==> config.mk <==
export PLATFORM = sky130hd
export DESIGN_NAME = uart_frame_rec
export DESIGN_NICKNAME = d
export VERILOG_FILES = /design/src/rtl/uart_frame_rec.sv
export SDC_FILE = /design/constraint.sdc
export NUM_CORES = 1
export LEC_CHECK = 0
export CAP_MARGIN = 40
export CORE_ASPECT_RATIO = 0.5
export CORE_UTILIZATION = 49
export DETAILED_ROUTE_END_ITERATION = 12
export GPL_ROUTABILITY_DRIVEN = 0
export PLACE_DENSITY = 0.76
export SYNTH_ARGS = -nofsm -noshare
export SYNTH_HDL_FRONTEND = slang
export SYNTH_SLANG_ARGS = --single-unit
==> constraint.sdc <==
create_clock -name clk -period 3.1 [get_ports clk]
set_clock_uncertainty 0.15 [all_clocks]
set_input_delay 0.93 -clock clk [delete_from_list [all_inputs] [get_ports clk]]
set_output_delay 0.93 -clock clk [all_outputs]
set_load 0.01 [all_outputs]
==> src/rtl/uart_frame_rec.sv <==
// Collects DEPTH bytes from a UART receiver, optionally after a sync byte, and publishes
// them atomically on frame_data with a one-cycle frame_valid strobe and inter-byte timeout.
module uart_frame_rec #(
    parameter int         DEPTH       = 4,
    parameter int         USE_SYNC    = 1,
    parameter logic [7:0] SYNC_BYTE   = 8'hA5,
    parameter int         TIMEOUT_CYC = 100000
) (
    input  logic                         clk,
    input  logic                         rst,
    input  logic                         rx_done_tick,
    input  logic [7:0]                   dout,
    output logic [8*DEPTH-1:0]           frame_data,
    output logic                         frame_valid,
    output logic                         timeout_err,
    output logic                         busy,
    output logic [$clog2(DEPTH+1)-1:0]   byte_cnt,
    output logic [7:0]                   last_byte
);

    localparam int CW = $clog2(DEPTH + 1);
    localparam int TW = $clog2(TIMEOUT_CYC);
    localparam logic [CW-1:0] LAST_SLOT = CW'(DEPTH - 1);
    localparam logic [TW-1:0] TIMER_MAX = TW'(TIMEOUT_CYC - 1);

    typedef enum logic {IDLE, COLLECT} state_t;

    state_t               state, state_n;
    logic                 rx_done_d;
    logic                 acc;
    logic                 store;
    logic [TW-1:0]        timer, timer_n;
    logic [CW-1:0]        cnt_n;
    logic [8*DEPTH-1:0]   staging, staging_n;
    logic [8*DEPTH-1:0]   frame_n;
    logic                 valid_n;
    logic                 terr_n;
    logic [7:0]           last_n;

    // Rising edge of the tick only, so a long tick is accepted exactly once.
    assign acc  = rx_done_tick & ~rx_done_d;
    assign busy = (state == COLLECT);

    // NOTE: every sequential register uses non-blocking assignment so all state updates
    // see the pre-edge values, independent of statement order.
    always_ff @(posedge clk or posedge rst) begin
        if (rst) begin
            state       <= IDLE;
            rx_done_d   <= 1'b1;
            timer       <= '0;
            byte_cnt    <= '0;
            staging     <= '0;
            frame_data  <= '0;
            frame_valid <= 1'b0;
            timeout_err <= 1'b0;
            last_byte   <= '0;
        end else begin
            state       <= state_n;
            rx_done_d   <= rx_done_tick;
            timer       <= timer_n;
            byte_cnt    <= cnt_n;
            staging     <= staging_n;
            frame_data  <= frame_n;
            frame_valid <= valid_n;
            timeout_err <= terr_n;
            last_byte   <= last_n;
        end
    end

    // NOTE: every signal written here gets a default first, so no path can infer a latch.
    always_comb begin
        state_n   = state;
        timer_n   = timer;
        cnt_n     = byte_cnt;
        staging_n = staging;
        frame_n   = frame_data;
        valid_n   = 1'b0;
        terr_n    = 1'b0;
        last_n    = acc ? dout : last_byte;
        store     = acc && ((state == COLLECT) || (USE_SYNC == 0));

        if (store) begin
            for (int k = 0; k < DEPTH; k++) begin
                if (CW'(k) == byte_cnt) staging_n[8*k +: 8] = dout;
            end
            timer_n = '0;
            if (byte_cnt == LAST_SLOT) begin
                frame_n = staging_n;
                valid_n = 1'b1;
                cnt_n   = '0;
                state_n = IDLE;
            end else begin
                cnt_n   = byte_cnt + CW'(1);
                state_n = COLLECT;
            end
        end else if (state == IDLE) begin
            if (acc && dout == SYNC_BYTE) begin
                state_n = COLLECT;
                cnt_n   = '0;
                timer_n = '0;
            end
        end else if (timer == TIMER_MAX) begin
            // Partial frame discarded; frame_data keeps the last complete frame.
            terr_n  = 1'b1;
            cnt_n   = '0;
            timer_n = '0;
            state_n = IDLE;
        end else begin
            timer_n = timer + TW'(1);
        end
    end

endmodule
==> impl_metrics.csv, run 1 <==
group,metric,value,unit
route,wl_met2,4266,µm
synth,netlist_area,0.003948,mm²
timing,final.setup.tns,0,ns
critical_path,crit_required,3.16,ns
power_and_ir_drop,power.density,533.9,mW/mm²
cts,clock_latency,0.34,ns
outcome,status,"finished clean",
route,wl_met1,3980,µm
synth,ys_types,44,
synth,yosysSeqAreaShare,55.82,%
power_and_ir_drop,finalPower,2.678,mW
cells_and_area,diodes,0,
global_routing,grt_max_degree,31,
placed_design,pre_cts_ws,0.2774,ns
cts,clk_pin_slew,0.06,ns
critical_path,start_kind,"input pin",
timing,setup_viol,0,
cells_and_area,multi_input_area,0.001597,mm²
placed_design,post_dp_cell_area,0.004727,mm²
power_and_ir_drop,p_leak,2.271,nW
synth,ys_ff_latch,88,
route,drc,0,
timing,period_needed,2.506,ns
placed_design,io_buffers,56,
synth,synth_edf_count,0,
synth,avgSynthCellArea,10.97,µm²
critical_path,end_kind,"flop",
cts,clock_path_buffers,2,
timing,slew_headroom,61.16,%
global_routing,grt_pass1_wl,14410,µm
floorplanning,core_region_area,0.007570,mm²
cells_and_area,nets,438,
power_and_ir_drop,worst_ir_drop_vdd,0.2884,mV
critical_path,cp.arrival,2.57,ns
run,cap_viol_max_count,0,
cells_and_area,nFillCells,551,
cts,clock_sinks,88,
cells_and_area,seq_area,0.002203,mm²
route,vias,2844,
cts,post_cts_resized,0,
cts,cts_tree,"built",
cts,cts_setup_buffers,0,
hold_path,hold_class,"reg -> reg",
synth,yosysWarnings,0,
cts,cts_inserted_buffers,9,
route,met3WireLength,450,µm
placed_design,dp_cells,519,
global_routing,globalRoute.totalOverflow,0,
synth,synthCells,360,
route,drt_iter0_drc,164,
floorplanning,io_pins,57,
global_routing,grt_use_total,23.25,%
synth,async_reset_ff_share,100.0,%
floorplanning,rows,22,
floorplanning,die_h,65.47,µm
cts,htree_levels,3,
route,drtAntennaViolNets,0,
critical_path,cp_max_fo,26,
timing,hold_violations,0,
timing,period_share,80.82,%
timing,setup_ws,0.5945,ns
timing,tightest_slew,0.5773,ns
global_routing,grt_pass1_vias,2859,
floorplanning,start_util,52.15,%
cells_and_area,finalNonFillerCells,534,
cells_and_area,finalInstanceArea,0.005016,mm²
floorplanning,die-width,128.9,µm
global_routing,antenna_found_initial,0,
timing,finalMaxSlewViolations,0,
cells_and_area,areaGrowthSynthToFinish,27.07,%
placed_design,hpwl,6133,µm
cts,hold_buffers,0,
route,drt-vias-per-instance,5.326,
route,wl_per_cell,16.45,µm
route,highest_layer,"met4",
cts,cts_root_buf,"clkbuf_16",
critical_path,critPathKind,"in -> reg",
timing,fmax,399.1,MHz
synth,syn_nets,376,
timing,rsz0062_at_grt,"false",
cells_and_area,drive_gt1_share,15.73,%
synth,synth_flop_cell,"dfrtp_1",
floorplanning,die_area,0.008441,mm²
route,dr.pass1.iters,4,
route,wl,8783,µm
## final timing paths
kind	startpoint	to	slack (ns)	cells past startpoint
worst max-delay path	rx_done_tick	frame_data[3]	0.59	6
worst min-delay path	frame_data[7]	frame_data[7]	0.33	2
worst max register to register	timer[6]	timer[5]	0.85	5
worst min register to register	frame_data[7]	frame_data[7]	0.33	2
max in group asynchronous	rst	rx_done_d	1.36	3
min in group asynchronous	rst	timer[3]	0.80	2
## cell usage in the layout, fill, tap and decap left out, drive strengths merged, types with 5 or more instances in the layout
cell type,n
buf,23
clkbuf,12
clkdlybuf4s50,56
dfrtp,87
ha,5
inv,7
mux2,32
mux2i,24
nand2,62
nand3,6
nor2,8
nor2b,8
nor3,5
o21ai,40
xor2,5
## power breakdown
part	leakage [nW]	internal [mW]	total [mW]	switching, mW
combinational	0.934	0.174	0.338	0.164
clock	0.139	0.641	1.06	0.422
sequential	1.20	1.22	1.28	0.0611
## metal layers
layer  track usage [%]  vias up
li1                  -     1349
met1             29.53     1408
met2             39.39       76
met3             6.189       11
met4             6.912        0
met5                 0        -
## synthesized netlist by cell type (2+ instances only)
library cell  count  area share, %
buf_2             3           0.38
o21ai_1          39            4.9
inv_1             7           0.67
and2_1            2           0.32
nand4b_1          2           0.44
clkbuf_1         17            1.6
a21o_1            4           0.76
nand3_1           6           0.76
or2_1             2           0.32
mux2_1            8            2.3
a22o_1            2           0.44
mux2i_1          24            6.1
ha_1              5            1.6
or3_1             2           0.32
buf_1             6           0.57
a21oi_1           4           0.51
nor2_1            7           0.67
nand2b_1          2           0.32
nand2_1          62            5.9
o31ai_1           2           0.38
xnor2_1           2           0.44
and3_1            2           0.32
nor4_1            2           0.32
xor2_1            5            1.1
nor3_1            5           0.63
nor2b_1           8            1.3
mux2_2           24            6.8
nand4_1           4           0.63
dfrtp_1          87             55
## area by class of cell
cell class | instances | area share (%)
clock buffer | 12 | 4.914
multi-input combinational | 236 | 31.83
tap | 108 | 2.694
clock inverter | 3 | 0.8481
inverter | 8 | 0.6735
timing repair buffer | 79 | 15.12
sequential | 88 | 43.93
## critical path, stage by stage
cell and delay, ns:
clkdlybuf4s50_1 0.54, nand3b_1 0.28, nand2b_2 0.39, buf_4 0.26, nand2_1 0.09, o21ai_1 0.07
## per-stage QoR
step	util (%)	hold slack, ns
3_3_place_gp	62.45	0.3136
5_1_grt	66.26	0.3485
6_report	66.26	0.3318
2_1_floorplan	-	0.3299
4_1_cts	66.26	0.3354
3_5_place_dp	62.45	0.3202
## registers in the layout (all words and copies together), names as in the netlist
name and flops:
timer 17, frame_data 32, last_byte 8, staging 24
byte_cnt 3, busy 1, timeout_err 1, frame_valid 1
rx_done_d 1
## cell families (layout without fill, tap and decap cells)
kind of cell / count (synthesis) / count (layout) / share of synthesized area, %
flops: 88 / 88 / 55.82
compound gates: 54 / 54 / 7.639
simple gates: 114 / 114 / 14.39
fa+ha+maj: 5 / 5 / 1.585
buf+inv: 36 / 102 / 3.803
xor+xnor: 7 / 7 / 1.553
mux: 56 / 56 / 15.21
Note: power is estimated with default switching activity, not from simulation.
==> run 2: changes to the inputs <==
--- a/config.mk
+++ b/config.mk
@@ -7,10 +7,10 @@
 export LEC_CHECK = 0
 export CAP_MARGIN = 40
 export CORE_ASPECT_RATIO = 0.5
-export CORE_UTILIZATION = 49
+export CORE_UTILIZATION = 54
 export DETAILED_ROUTE_END_ITERATION = 12
 export GPL_ROUTABILITY_DRIVEN = 0
-export PLACE_DENSITY = 0.76
+export PLACE_DENSITY = 0.79
 export SYNTH_ARGS = -nofsm -noshare
 export SYNTH_HDL_FRONTEND = slang
 export SYNTH_SLANG_ARGS = --single-unit
==> constraint.sdc (replaced) <==
create_clock -name clk -period 2.5 [get_ports clk]
set_clock_uncertainty 0.15 [all_clocks]
set_input_delay 0.75 -clock clk [delete_from_list [all_inputs] [get_ports clk]]
set_output_delay 0.75 -clock clk [all_outputs]
set_load 0.01 [all_outputs]
==> impl_metrics.csv, run 2 (synthesis results as in run 1) <==
group,metric,value,unit
critical_path,crit_required,1.60,ns
cts,cts_setup_buffers,0,
route,drt-vias-per-instance,5.445,
cells_and_area,final_util,73.61,%
timing,fmax,438.0,MHz
critical_path,timing.rr.start,"timer[6]",
placed_design,hpwl,5998,µm
cells_and_area,nFillCells,471,
cells_and_area,diodes,0,
timing,tightest_slew,0.5670,ns
critical_path,ff2ff_path_depth,6,
cts,htree_levels,3,
route,wl_per_cell,16.18,µm
hold_path,hold_class,"reg -> reg",
timing,setup_viol,0,
cells_and_area,largest_register_ffs,32,
cells_and_area,top_register,"frame_data",
cells_and_area,areaGrowthSynthToFinish,28.37,%
global_routing,grt_use_total,25.60,%
critical_path,critPathKind,"reg -> out",
route,wl,8513,µm
power_and_ir_drop,p_leak,2.321,nW
route,vias,2864,
cts,post_cts_resized,0,
cells_and_area,multi_input_area,0.001597,mm²
cts,cts_tree,"built",
power_and_ir_drop,power.density,654.4,mW/mm²
critical_path,endpoint,"byte_cnt[0]",
cells_and_area,finalInstanceArea,0.005067,mm²
cells_and_area,final_cell_mix,"dfrtp_1, nand2_1, clkdlybuf4s50_1, o21ai_1, buf_4",
cts,cts_root_buf,"clkbuf_16",
outcome,status,"finished clean",
critical_path,cp_max_fo,6,
placed_design,io_buffers,56,
timing,period_needed,2.283,ns
placed_design,post_dp_cell_area,0.004780,mm²
run,cap_viol_max_count,0,
power_and_ir_drop,finalPower,3.316,mW
global_routing,grt_max_degree,53,
cells_and_area,nets,446,
critical_path,cp.depth,1,
route,drc,0,
global_routing,globalRoute.totalOverflow,0,
route,drtAntennaViolNets,0,
critical_path,r2r_setup_slack,0.31,ns
global_routing,grt_pass1_vias,2947,
critical_path,end_kind,"output port",
placed_design,pre_cts_ws,-0.06236,ns
floorplanning,io_pins,57,
critical_path,startpoint,"byte_cnt[0]",
power_and_ir_drop,worst_ir_drop_vdd,0.5025,mV
critical_path,crit_buf_inv,1,
critical_path,r2r-end,"timer[9]",
floorplanning,die_area,0.007677,mm²
floorplanning,die_h,62.46,µm
route,drt_iter0_drc,143,
global_routing,grt_pass1_wl,14490,µm
timing,rsz0062_at_grt,"false",
cts,clock_latency,0.34,ns
cells_and_area,drive_gt1_share,17.51,%
timing,hold_violations,0,
cts,clk_pin_slew,0.06,ns
cells_and_area,final_common_cell,"dfrtp_1",
timing,finalMaxSlewViolations,0,
cts,hold_buffers,0,
timing,period_share,91.33,%
critical_path,start_kind,"flop",
floorplanning,die-width,122.9,µm
timing,slew_headroom,61.85,%
global_routing,antenna_found_initial,0,
critical_path,critPathSlowestCell,"clkdlybuf4s50_1",
cells_and_area,seq_area,0.002203,mm²
cells_and_area,top_regs,"frame_data x32, staging x24, timer x17",
critical_path,cp_top_family,"buffers and inverters",
floorplanning,start_util,57.34,%
critical_path,crit_chain,"clkdlybuf4s50_1",
cts,clock_path_buffers,2,
cts,clock_sinks,88,
timing,final.setup.tns,0,ns
critical_path,cp.arrival,1.38,ns
route,dr.pass1.iters,4,
floorplanning,core_region_area,0.006884,mm²
timing,setup_ws,0.2168,ns
floorplanning,rows,21,
critical_path,critPathMaxStageDelay,0.58,ns
cts,cts_inserted_buffers,9,
-- run 2: routing by layer --
metal	share of wire, %	global-route usage [%]
met4	1.6	8.689
met3	3.7	7.938
met1	44	31.75
met5	0	0
met2	51	42.49
-- run 2: final cells by class --
cell class | count | share of cell area, %
clock buffers | 11 | 4.790
clock inverters | 4 | 0.8889
inverters | 8 | 0.6667
multi-input cells | 236 | 31.51
flip-flops and latches | 88 | 43.48
well taps | 92 | 2.272
repair buffers | 87 | 16.40
-- run 2: stage by stage --
stage / hold slack [ns] / std cells
2_1_floorplan: 0.3299 / 360
3_3_place_gp: 0.3112 / 511
3_5_place_dp: 0.3128 / 511
4_1_cts: 0.3269 / 526
5_1_grt: 0.3550 / 526
6_report: 0.3242 / 526
-- run 2: worst min-delay path by stage --
stage,to,slack (ns),depth (start not counted),startpoint
floorplan,staging[10],0.33,1,staging[10]
global placement,frame_data[24],0.31,2,frame_data[24]
detailed placement,frame_data[24],0.31,2,frame_data[24]
CTS,frame_data[24],0.33,2,frame_data[24]
global route,frame_data[8],0.36,2,frame_data[8]
finish,frame_data[24],0.32,2,frame_data[24]
-- run 2: power breakdown --
group / internal (mW) / switching (mW) / total [mW] / leakage [nW]
clock: 0.790 / 0.517 / 1.31 / 0.145
sequential: 1.51 / 0.0779 / 1.59 / 1.20
combinational: 0.219 / 0.204 / 0.422 / 0.977
